[src/rtl/snake_ctrl.sv]
// snake_ctrl: game-state controller for the Snake datapath.
// Holds the snake body in a ring buffer, advances it on a programmable tick,
// applies direction rules, growth, wall and self-collision, and serves body
// segments to the renderer through a registered read port.
// Optional feature: define SNAKE_WRAP_EN to make the walls wrap around.
module snake_ctrl #(
  parameter int GRID_W   = 40,
  parameter int GRID_H   = 30,
  parameter int MAX_LEN  = 64,
  parameter int TICK_DIV = 6250000
) (
  input  logic       clk,
  input  logic       rst,
  input  logic [2:0] move,
  input  logic       start,
  input  logic [5:0] food_x,
  input  logic [4:0] food_y,
  input  logic [5:0] rd_idx,
  output logic [5:0] rd_x,
  output logic [4:0] rd_y,
  output logic       rd_valid,
  output logic [5:0] head_x,
  output logic [4:0] head_y,
  output logic [6:0] length,
  output logic       running,
  output logic       dead,
  output logic       ate,
  output logic       step
);
  localparam int          PW        = (MAX_LEN > 1) ? $clog2(MAX_LEN) : 1;
  localparam logic [5:0]  X_MAX     = 6'(GRID_W - 1);
  localparam logic [4:0]  Y_MAX     = 5'(GRID_H - 1);
  localparam logic [5:0]  X_MID     = 6'(GRID_W / 2);
  localparam logic [4:0]  Y_MID     = 5'(GRID_H / 2);
  localparam logic [6:0]  LEN_MAX   = 7'(MAX_LEN);
  localparam logic [31:0] TICK_LAST = 32'(TICK_DIV - 1);

  typedef enum logic [2:0] {
    S_INIT   = 3'd0,
    S_IDLE   = 3'd1,
    S_RUN    = 3'd2,
    S_STEP   = 3'd3,
    S_SCAN   = 3'd4,
    S_COMMIT = 3'd5,
    S_DEAD   = 3'd6
  } state_t;

  typedef enum logic [1:0] {
    DIR_UP    = 2'd0,
    DIR_DOWN  = 2'd1,
    DIR_LEFT  = 2'd2,
    DIR_RIGHT = 2'd3
  } dir_t;

  // Opposite directions differ only in the low bit.
  function automatic dir_t opposite(input dir_t d);
    return dir_t'({d[1], ~d[0]});
  endfunction

  state_t        state_r, state_s;
  logic [1:0]    init_cnt_r;
  logic          go_run_r;
  logic [31:0]   tick_r;
  dir_t          dir_r, pending_dir_r;
  logic [PW-1:0] hp_r, scan_k_r;
  logic [5:0]    new_x_r, head_x_r, rd_x_r;
  logic [4:0]    new_y_r, head_y_r, rd_y_r;
  logic          grow_r, rd_valid_r, running_r, dead_r, ate_r, step_r;
  logic [6:0]    length_r;
  logic [5:0]    mem_x [MAX_LEN];
  logic [4:0]    mem_y [MAX_LEN];

  logic [5:0]    nx_s;
  logic [4:0]    ny_s;
  logic          wall_s, grow_s, mv_valid_s, scan_hit_s, scan_done_s;
  dir_t          mv_dir_s, ref_dir_s;
  logic [6:0]    scan_last_s;
  logic [PW-1:0] scan_addr_s, rd_addr_s, commit_addr_s, init_addr_s;

  // Decode the keyboard code; move 1..4 maps to (move-1) in the low two bits.
  always_comb begin
    mv_valid_s = (move >= 3'd1) && (move <= 3'd4);
    mv_dir_s   = dir_t'(move[1:0] - 2'd1);
    // In STEP the pending direction is about to become committed.
    if (state_r == S_STEP) begin
      ref_dir_s = pending_dir_r;
    end else begin
      ref_dir_s = dir_r;
    end
  end

  // Candidate new head from the committed head and the pending direction.
  always_comb begin
    nx_s   = head_x_r;
    ny_s   = head_y_r;
    wall_s = 1'b0;
    case (pending_dir_r)
      DIR_UP: begin
        if (head_y_r == 5'd0) begin
`ifdef SNAKE_WRAP_EN
          ny_s = Y_MAX;
`else
          wall_s = 1'b1;
`endif
        end else begin
          ny_s = head_y_r - 5'd1;
        end
      end
      DIR_DOWN: begin
        if (head_y_r == Y_MAX) begin
`ifdef SNAKE_WRAP_EN
          ny_s = 5'd0;
`else
          wall_s = 1'b1;
`endif
        end else begin
          ny_s = head_y_r + 5'd1;
        end
      end
      DIR_LEFT: begin
        if (head_x_r == 6'd0) begin
`ifdef SNAKE_WRAP_EN
          nx_s = X_MAX;
`else
          wall_s = 1'b1;
`endif
        end else begin
          nx_s = head_x_r - 6'd1;
        end
      end
      DIR_RIGHT: begin
        if (head_x_r == X_MAX) begin
`ifdef SNAKE_WRAP_EN
          nx_s = 6'd0;
`else
          wall_s = 1'b1;
`endif
        end else begin
          nx_s = head_x_r + 6'd1;
        end
      end
      default: begin
        wall_s = 1'b1;
      end
    endcase
    grow_s = (nx_s == food_x) && (ny_s == food_y);
  end

  // Ring-buffer addressing and the internal self-collision read path.
  always_comb begin
    init_addr_s   = PW'(init_cnt_r);
    commit_addr_s = hp_r + PW'(1);
    scan_addr_s   = hp_r - scan_k_r;
    rd_addr_s     = hp_r - rd_idx[PW-1:0];
    scan_hit_s    = (mem_x[scan_addr_s] == new_x_r) && (mem_y[scan_addr_s] == new_y_r);
    // The tail moves away this step unless the snake grows, so skip it.
    if (grow_r) begin
      scan_last_s = length_r - 7'd1;
    end else begin
      scan_last_s = length_r - 7'd2;
    end
    scan_done_s = (7'(scan_k_r) == scan_last_s);
  end

  // FSM state register.
  always_ff @(posedge clk) begin
    if (rst) begin
      state_r <= S_INIT;
    end else begin
      state_r <= state_s;
    end
  end

  // FSM next-state logic.
  always_comb begin
    state_s = state_r;
    case (state_r)
      S_INIT: begin
        if (init_cnt_r == 2'd2) begin
          state_s = go_run_r ? S_RUN : S_IDLE;
        end else begin
          state_s = S_INIT;
        end
      end
      S_IDLE, S_DEAD: begin
        if (start) begin
          state_s = S_INIT;
        end else begin
          state_s = state_r;
        end
      end
      S_RUN: begin
        if (tick_r == TICK_LAST) begin
          state_s = S_STEP;
        end else begin
          state_s = S_RUN;
        end
      end
      S_STEP: begin
        state_s = wall_s ? S_DEAD : S_SCAN;
      end
      S_SCAN: begin
        if (scan_hit_s) begin
          state_s = S_DEAD;
        end else if (scan_done_s) begin
          state_s = S_COMMIT;
        end else begin
          state_s = S_SCAN;
        end
      end
      S_COMMIT: begin
        state_s = S_RUN;
      end
      default: begin
        state_s = S_INIT;
      end
    endcase
  end

  // Game state, direction, tick counter and registered status outputs.
  always_ff @(posedge clk) begin
    if (rst) begin
      init_cnt_r    <= 2'd0;
      go_run_r      <= 1'b0;
      tick_r        <= 32'd0;
      dir_r         <= DIR_RIGHT;
      pending_dir_r <= DIR_RIGHT;
      hp_r          <= PW'(0);
      scan_k_r      <= PW'(0);
      new_x_r       <= 6'd0;
      new_y_r       <= 5'd0;
      grow_r        <= 1'b0;
      head_x_r      <= 6'd0;
      head_y_r      <= 5'd0;
      length_r      <= 7'd0;
      running_r     <= 1'b0;
      dead_r        <= 1'b0;
      ate_r         <= 1'b0;
      step_r        <= 1'b0;
    end else begin
      running_r  <= (state_s == S_RUN) || (state_s == S_STEP) ||
                    (state_s == S_SCAN) || (state_s == S_COMMIT);
      dead_r     <= (state_s == S_DEAD);
      step_r     <= (state_s == S_COMMIT);
      ate_r      <= (state_s == S_COMMIT) && grow_r;
      tick_r     <= ((state_r == S_RUN) && (tick_r != TICK_LAST)) ? tick_r + 32'd1 : 32'd0;
      init_cnt_r <= (state_r == S_INIT) ? init_cnt_r + 2'd1 : 2'd0;
      if (((state_r == S_IDLE) || (state_r == S_DEAD)) && start) begin
        go_run_r <= 1'b1;
      end
      if (state_r == S_INIT) begin
        dir_r         <= DIR_RIGHT;
        pending_dir_r <= DIR_RIGHT;
      end else begin
        if (state_r == S_STEP) begin
          dir_r <= pending_dir_r;
        end
        if (mv_valid_s && (mv_dir_s != opposite(ref_dir_s))) begin
          pending_dir_r <= mv_dir_s;
        end
      end
      if (state_r == S_STEP) begin
        new_x_r  <= nx_s;
        new_y_r  <= ny_s;
        grow_r   <= grow_s;
        scan_k_r <= PW'(0);
      end else if (state_r == S_SCAN) begin
        scan_k_r <= scan_k_r + PW'(1);
      end
      if ((state_r == S_INIT) && (init_cnt_r == 2'd2)) begin
        head_x_r <= X_MID;
        head_y_r <= Y_MID;
        length_r <= 7'd3;
        hp_r     <= PW'(2);
      end else if (state_r == S_COMMIT) begin
        hp_r     <= commit_addr_s;
        head_x_r <= new_x_r;
        head_y_r <= new_y_r;
        // At full length the oldest cell is overwritten, so the tail drops.
        if (grow_r && (length_r < LEN_MAX)) begin
          length_r <= length_r + 7'd1;
        end
      end
    end
  end

  // Body storage: INIT lays down the starting snake, COMMIT pushes the new head.
  always_ff @(posedge clk) begin
    if (!rst && (state_r == S_INIT)) begin
      mem_x[init_addr_s] <= X_MID - 6'd2 + 6'(init_cnt_r);
      mem_y[init_addr_s] <= Y_MID;
    end else if (!rst && (state_r == S_COMMIT)) begin
      mem_x[commit_addr_s] <= new_x_r;
      mem_y[commit_addr_s] <= new_y_r;
    end
  end

  // Renderer read port; held at zero while the buffer is being initialised.
  always_ff @(posedge clk) begin
    if (rst || (state_r == S_INIT)) begin
      rd_x_r     <= 6'd0;
      rd_y_r     <= 5'd0;
      rd_valid_r <= 1'b0;
    end else begin
      rd_x_r     <= mem_x[rd_addr_s];
      rd_y_r     <= mem_y[rd_addr_s];
      rd_valid_r <= ({1'b0, rd_idx} < length_r);
    end
  end

  assign rd_x     = rd_x_r;
  assign rd_y     = rd_y_r;
  assign rd_valid = rd_valid_r;
  assign head_x   = head_x_r;
  assign head_y   = head_y_r;
  assign length   = length_r;
  assign running  = running_r;
  assign dead     = dead_r;
  assign ate      = ate_r;
  assign step     = step_r;

endmodule

[config.mk]
export PLATFORM = sky130hd
export DESIGN_NAME = snake_ctrl
export DESIGN_NICKNAME = d
export VERILOG_FILES = /design/src/rtl/snake_ctrl.sv
export SDC_FILE = /design/constraint.sdc
export NUM_CORES = 1
export LEC_CHECK = 0
export BUFFER_PORTS_ARGS = -buffer_cell sky130_fd_sc_hd__buf_2
export CORE_UTILIZATION = 40
export DETAILED_ROUTE_END_ITERATION = 6
export PLACE_DENSITY = 0.64
export SLEW_MARGIN = 15
export SYNTH_ARGS = -nofsm -noshare
export SYNTH_HDL_FRONTEND = slang
export SYNTH_SLANG_ARGS = --single-unit
[constraint.sdc]
create_clock -name clk -period 4.1 [get_ports clk]
set_input_delay 0.615 -clock clk [delete_from_list [all_inputs] [get_ports clk]]
set_output_delay 0.615 -clock clk [all_outputs]
set_load 0.05 [all_outputs]
==> flow_summary.yaml <==
status:
  status: "complete, but fails checks"
  violations: "negative setup slack"
global_routing:
  antenna_found_initial: 3
  grt_max_degree: 65
  track_usage_pct: 23.3
  grt-ovfl-total: 0
  grt_first_pass_wirelength_um: 167000
  grt_pass1_vias: 24125
die:
  die_w_um: 314
  initial_core_util_pct: 40.7
  die-area_um2: 98400
  rows: 113
  die_h_um: 314
  ioPinCount: 57
  core_area_um2: 95600
critical_path:
  crit_top_cell: "mux2i_1"
  arrival_ps: 4810
  crit_fanout: 28
  path_class: "reg2reg"
  r2r_cells: 15
  path_cells: "inv_2 > ha_4 > fa_4 > buf_12 > buf_16 > buf_4 > mux4_2 > mux2i_1 > mux2i_2 > mux2i_1 > mux2i_1 > xnor2_1 > nand2_1 > or4_4 > a21oi_2"
  cp.required_ps: 4690
  r2r_slack_ps: -130
  critPathCaptureType: "flip-flop"
  slowest_stage: "fa_4"
  r2r_end: "dead"
  crit_start: "hp_r[0]"
  startpoint_type: "flip-flop"
  reg2reg_from: "hp_r[0]"
  slowest_delay_ps: 850
detailed_routing:
  wl_um: 115000
  drc: 0
  drtIter0Drc: 2800
  vias: 24173
  antenna_left: 0
  viasPerCell: 6.24
  wl_per_cell_um: 29.5
  firstDrtPassIters: 6
placed_design:
  gp_congestion: 0.923
  dp_hpwl_um: 74300
  dp_cells: 3715
  io_buffer_count: 56
logic_synthesis:
  ys_seq_area_share_pct: 59.5
  ys.warnings.count: 0
  synth-edff-count: 704
  syn-mean-instance-area_um2: 16.6
  synth_cell_type_count: 70
  synth_cells: 2337
  ys.flop_type: "edfxtp_1"
  ys_seq_elements: 804
  synthesis.area_um2: 38900
  synth_fp_nets: 2392
  async_flop_share_pct: 0
sta:
  worst_slack_ps: -128
  rsz0062_at_grt: "yes"
  whs_ps: 270
  finalCritPeriodShare_pct: 103
  max_freq_ghz: 0.237
  tightest_slew_ps: 1180
  post-route-min-period_ps: 4230
  slew_viol_final: 0
  tns_ps: -520
  finalSetupViolCount: 5
  clock_skew_ps: 28.4
  hold_viol_final: 0
  maxSlewHeadroom_pct: 20.6
clocking:
  ctsHoldBuffers: 0
  clkSinkCount: 804
  cts_root_buf: "clkbuf_16"
  path_clk_slew_ps: 60
  cts_made_buffers: 82
  cts_tree: "done"
  clock_latency_ps: 670
  htreeDepth: 3
  cts.path.max_buffers: 3
hold_path:
  min_path_cells: 3
  min_to: "go_run_r"
  min_path_type: "in2reg"
  holdCritStartpoint: "start"
pwr:
  pwr-share-comb_pct: 14.4
  power_density_nw_per_um2: 427
  p_int_mw: 14.4
  ir_worst_vdd_mv: 0.360
  p_seq_share_pct: 46.7
  switching_share_pct: 25.3
  switchingPower_mw: 4.88
  clkPwrFrac_pct: 38.8
  cellLeakagePower_nw: 14.6
layout:
  final_cell_count_no_fill: 3876
  drive_gt1_share_pct: 32.9
  nets: 2601
  synthToLayoutAreaGrowth_pct: 16.2
  fin_util_pct: 47.2
flow_run:
  max_cap_violations: 0
## kinds of logic after synthesis
kind of cell / count (synthesis) / share of synthesized area [%]
AO/OA/AOI/OAI: 174 / 3.01
XOR/XNOR: 101 / 2.31
adder cells (fa/ha/maj): 33 / 1.09
buffers and inverters: 193 / 2.20
flip-flops: 804 / 59.5
multiplexers: 488 / 25.2
AND/OR/NAND/NOR: 544 / 6.59
## through the flow
| stage | setup WS (ps) | power [mW] | instance area [um^2] |
|---|---|---|---|
| after CTS | -80.1 | 19.3 | 45100 |
| after global routing | -275 | 19.7 | 45100 |
| after detailed placement | -172 | 11.9 | 42200 |
| after floorplan | 29.4 | 10.8 | 38900 |
| final | -128 | 19.3 | 45100 |
| after global placement | -172 | 11.8 | 42200 |
## worst max path at each step
stage	slack, ps	to
2_1_floorplan	30	dead
3_3_place_gp	-170	dead
3_5_place_dp	-170	step
4_1_cts	-80	state_r[1]
5_1_grt	-280	dead
6_report	-130	dead
## cell type report
class | count | area (um^2)
Fill cell | 8052 | 50400
Antenna cell | 2 | 5.00
Multi-Input combinational cell | 1340 | 15100
Sequential cell | 804 | 23100
Inverter | 35 | 131
Clock inverter | 40 | 435
Clock buffer | 107 | 2220
Tap cell | 1265 | 1580
Timing Repair Buffer | 283 | 2500
## synth_stat cells (8+ instances only)
library cell | number | area [um^2]
nand2_1 | 166 | 623
or3_1 | 14 | 87.6
mux2i_1 | 88 | 881
o21ai_0 | 25 | 125
buf_4 | 9 | 67.6
and3_1 | 14 | 87.6
nand4_1 | 37 | 231
and2_1 | 10 | 62.6
ha_1 | 30 | 375
a211oi_1 | 27 | 203
a31oi_1 | 13 | 81.3
nand3b_1 | 9 | 67.6
mux2_2 | 10 | 113
nand3_1 | 43 | 215
nor3_1 | 32 | 160
xor2_1 | 50 | 438
nor2_1 | 161 | 604
o22ai_1 | 8 | 50.1
nor3b_1 | 11 | 82.6
buf_1 | 24 | 90.1
buf_2 | 24 | 120
xnor2_1 | 49 | 429
edfxtp_1 | 704 | 21100
mux4_2 | 381 | 8580
a21oi_1 | 49 | 245
dfxtp_1 | 100 | 2000
buf_6 | 9 | 101
nand2b_1 | 11 | 68.8
mux4_1 | 9 | 236
clkbuf_1 | 92 | 345
nor2b_1 | 15 | 93.8
inv_1 | 34 | 128
## flip-flops by register name, summed over array words and instances, names as in the netlist
| name | flops |
|---|---|
| rd_valid | 1 |
| state_r | 3 |
| dead | 1 |
| new_y_r | 5 |
| rd_y | 5 |
| ate | 1 |
| dir_r | 2 |
| head_x | 6 |
| go_run_r | 1 |
| head_y | 5 |
| length | 7 |
| scan_k_r | 6 |
| grow_r | 1 |
| pending_dir_r | 2 |
| tick_r | 32 |
| new_x_r | 6 |
| rd_x | 6 |
| mem_x | 384 |
| step | 1 |
| init_cnt_r | 2 |
| mem_y | 320 |
| running | 1 |
| hp_r | 6 |
## power groups by stage
| stage | Sequential [mW] | Combinational, mW | Clock, mW |
|---|---|---|---|
| after floorplan | 9.22 | 1.59 | 0 |
| after global placement | 9.17 | 2.65 | 0 |
| after detailed placement | 9.17 | 2.68 | 0 |
| after CTS | 9.00 | 2.74 | 7.56 |
| after global routing | 9.00 | 2.88 | 7.86 |
| final | 9.00 | 2.78 | 7.48 |
## cell usage in the layout, fill, tap and decap left out, types with 46 or more instances in the layout
| cell type | netlist | final |
|---|---|---|
| edfxtp_1 | 704 | 704 |
| xnor2_1 | 49 | 46 |
| nand2_1 | 166 | 165 |
| xor2_1 | 50 | 46 |
| dfxtp_1 | 100 | 99 |
| mux4_2 | 381 | 387 |
| a21oi_1 | 49 | 47 |
| buf_4 | 9 | 184 |
| nor2_1 | 161 | 159 |
| mux2i_1 | 88 | 84 |
| clkbuf_16 | 0 | 84 |
| buf_2 | 24 | 56 |
## layer usage
layer | share of wire, % | up-vias | track usage, %
met1 | 39 | 12633 | 31.5
li1 | - | 9907 | -
met4 | 4.1 | 0 | 9.46
met3 | 10 | 227 | 5.71
met5 | 0 | - | 0
met2 | 46 | 1406 | 36.2
## worst max-delay path, delay by kind of cell, from the launching register on
family | cells | cell delay (ps)
xor gates and xnor gates | 1 | 200
buffers and inverters | 4 | 620
AOI/OAI and AO/OA | 1 | 150
muxes | 5 | 1160
DFF | 1 | 330
and+or+nand+nor | 2 | 670
adders and majority gates | 2 | 1010
## what timing repair did
item / CTS / global route
setup endpoints to repair: 6 / 6
resized for setup: 33 / 11
gates cloned: 2 / 0
pin swaps: 7 / 9
endpoints found under the hold margin: 0 / 0
buffers inserted: 8 / 2
Note: power is estimated with default switching activity, not from simulation.
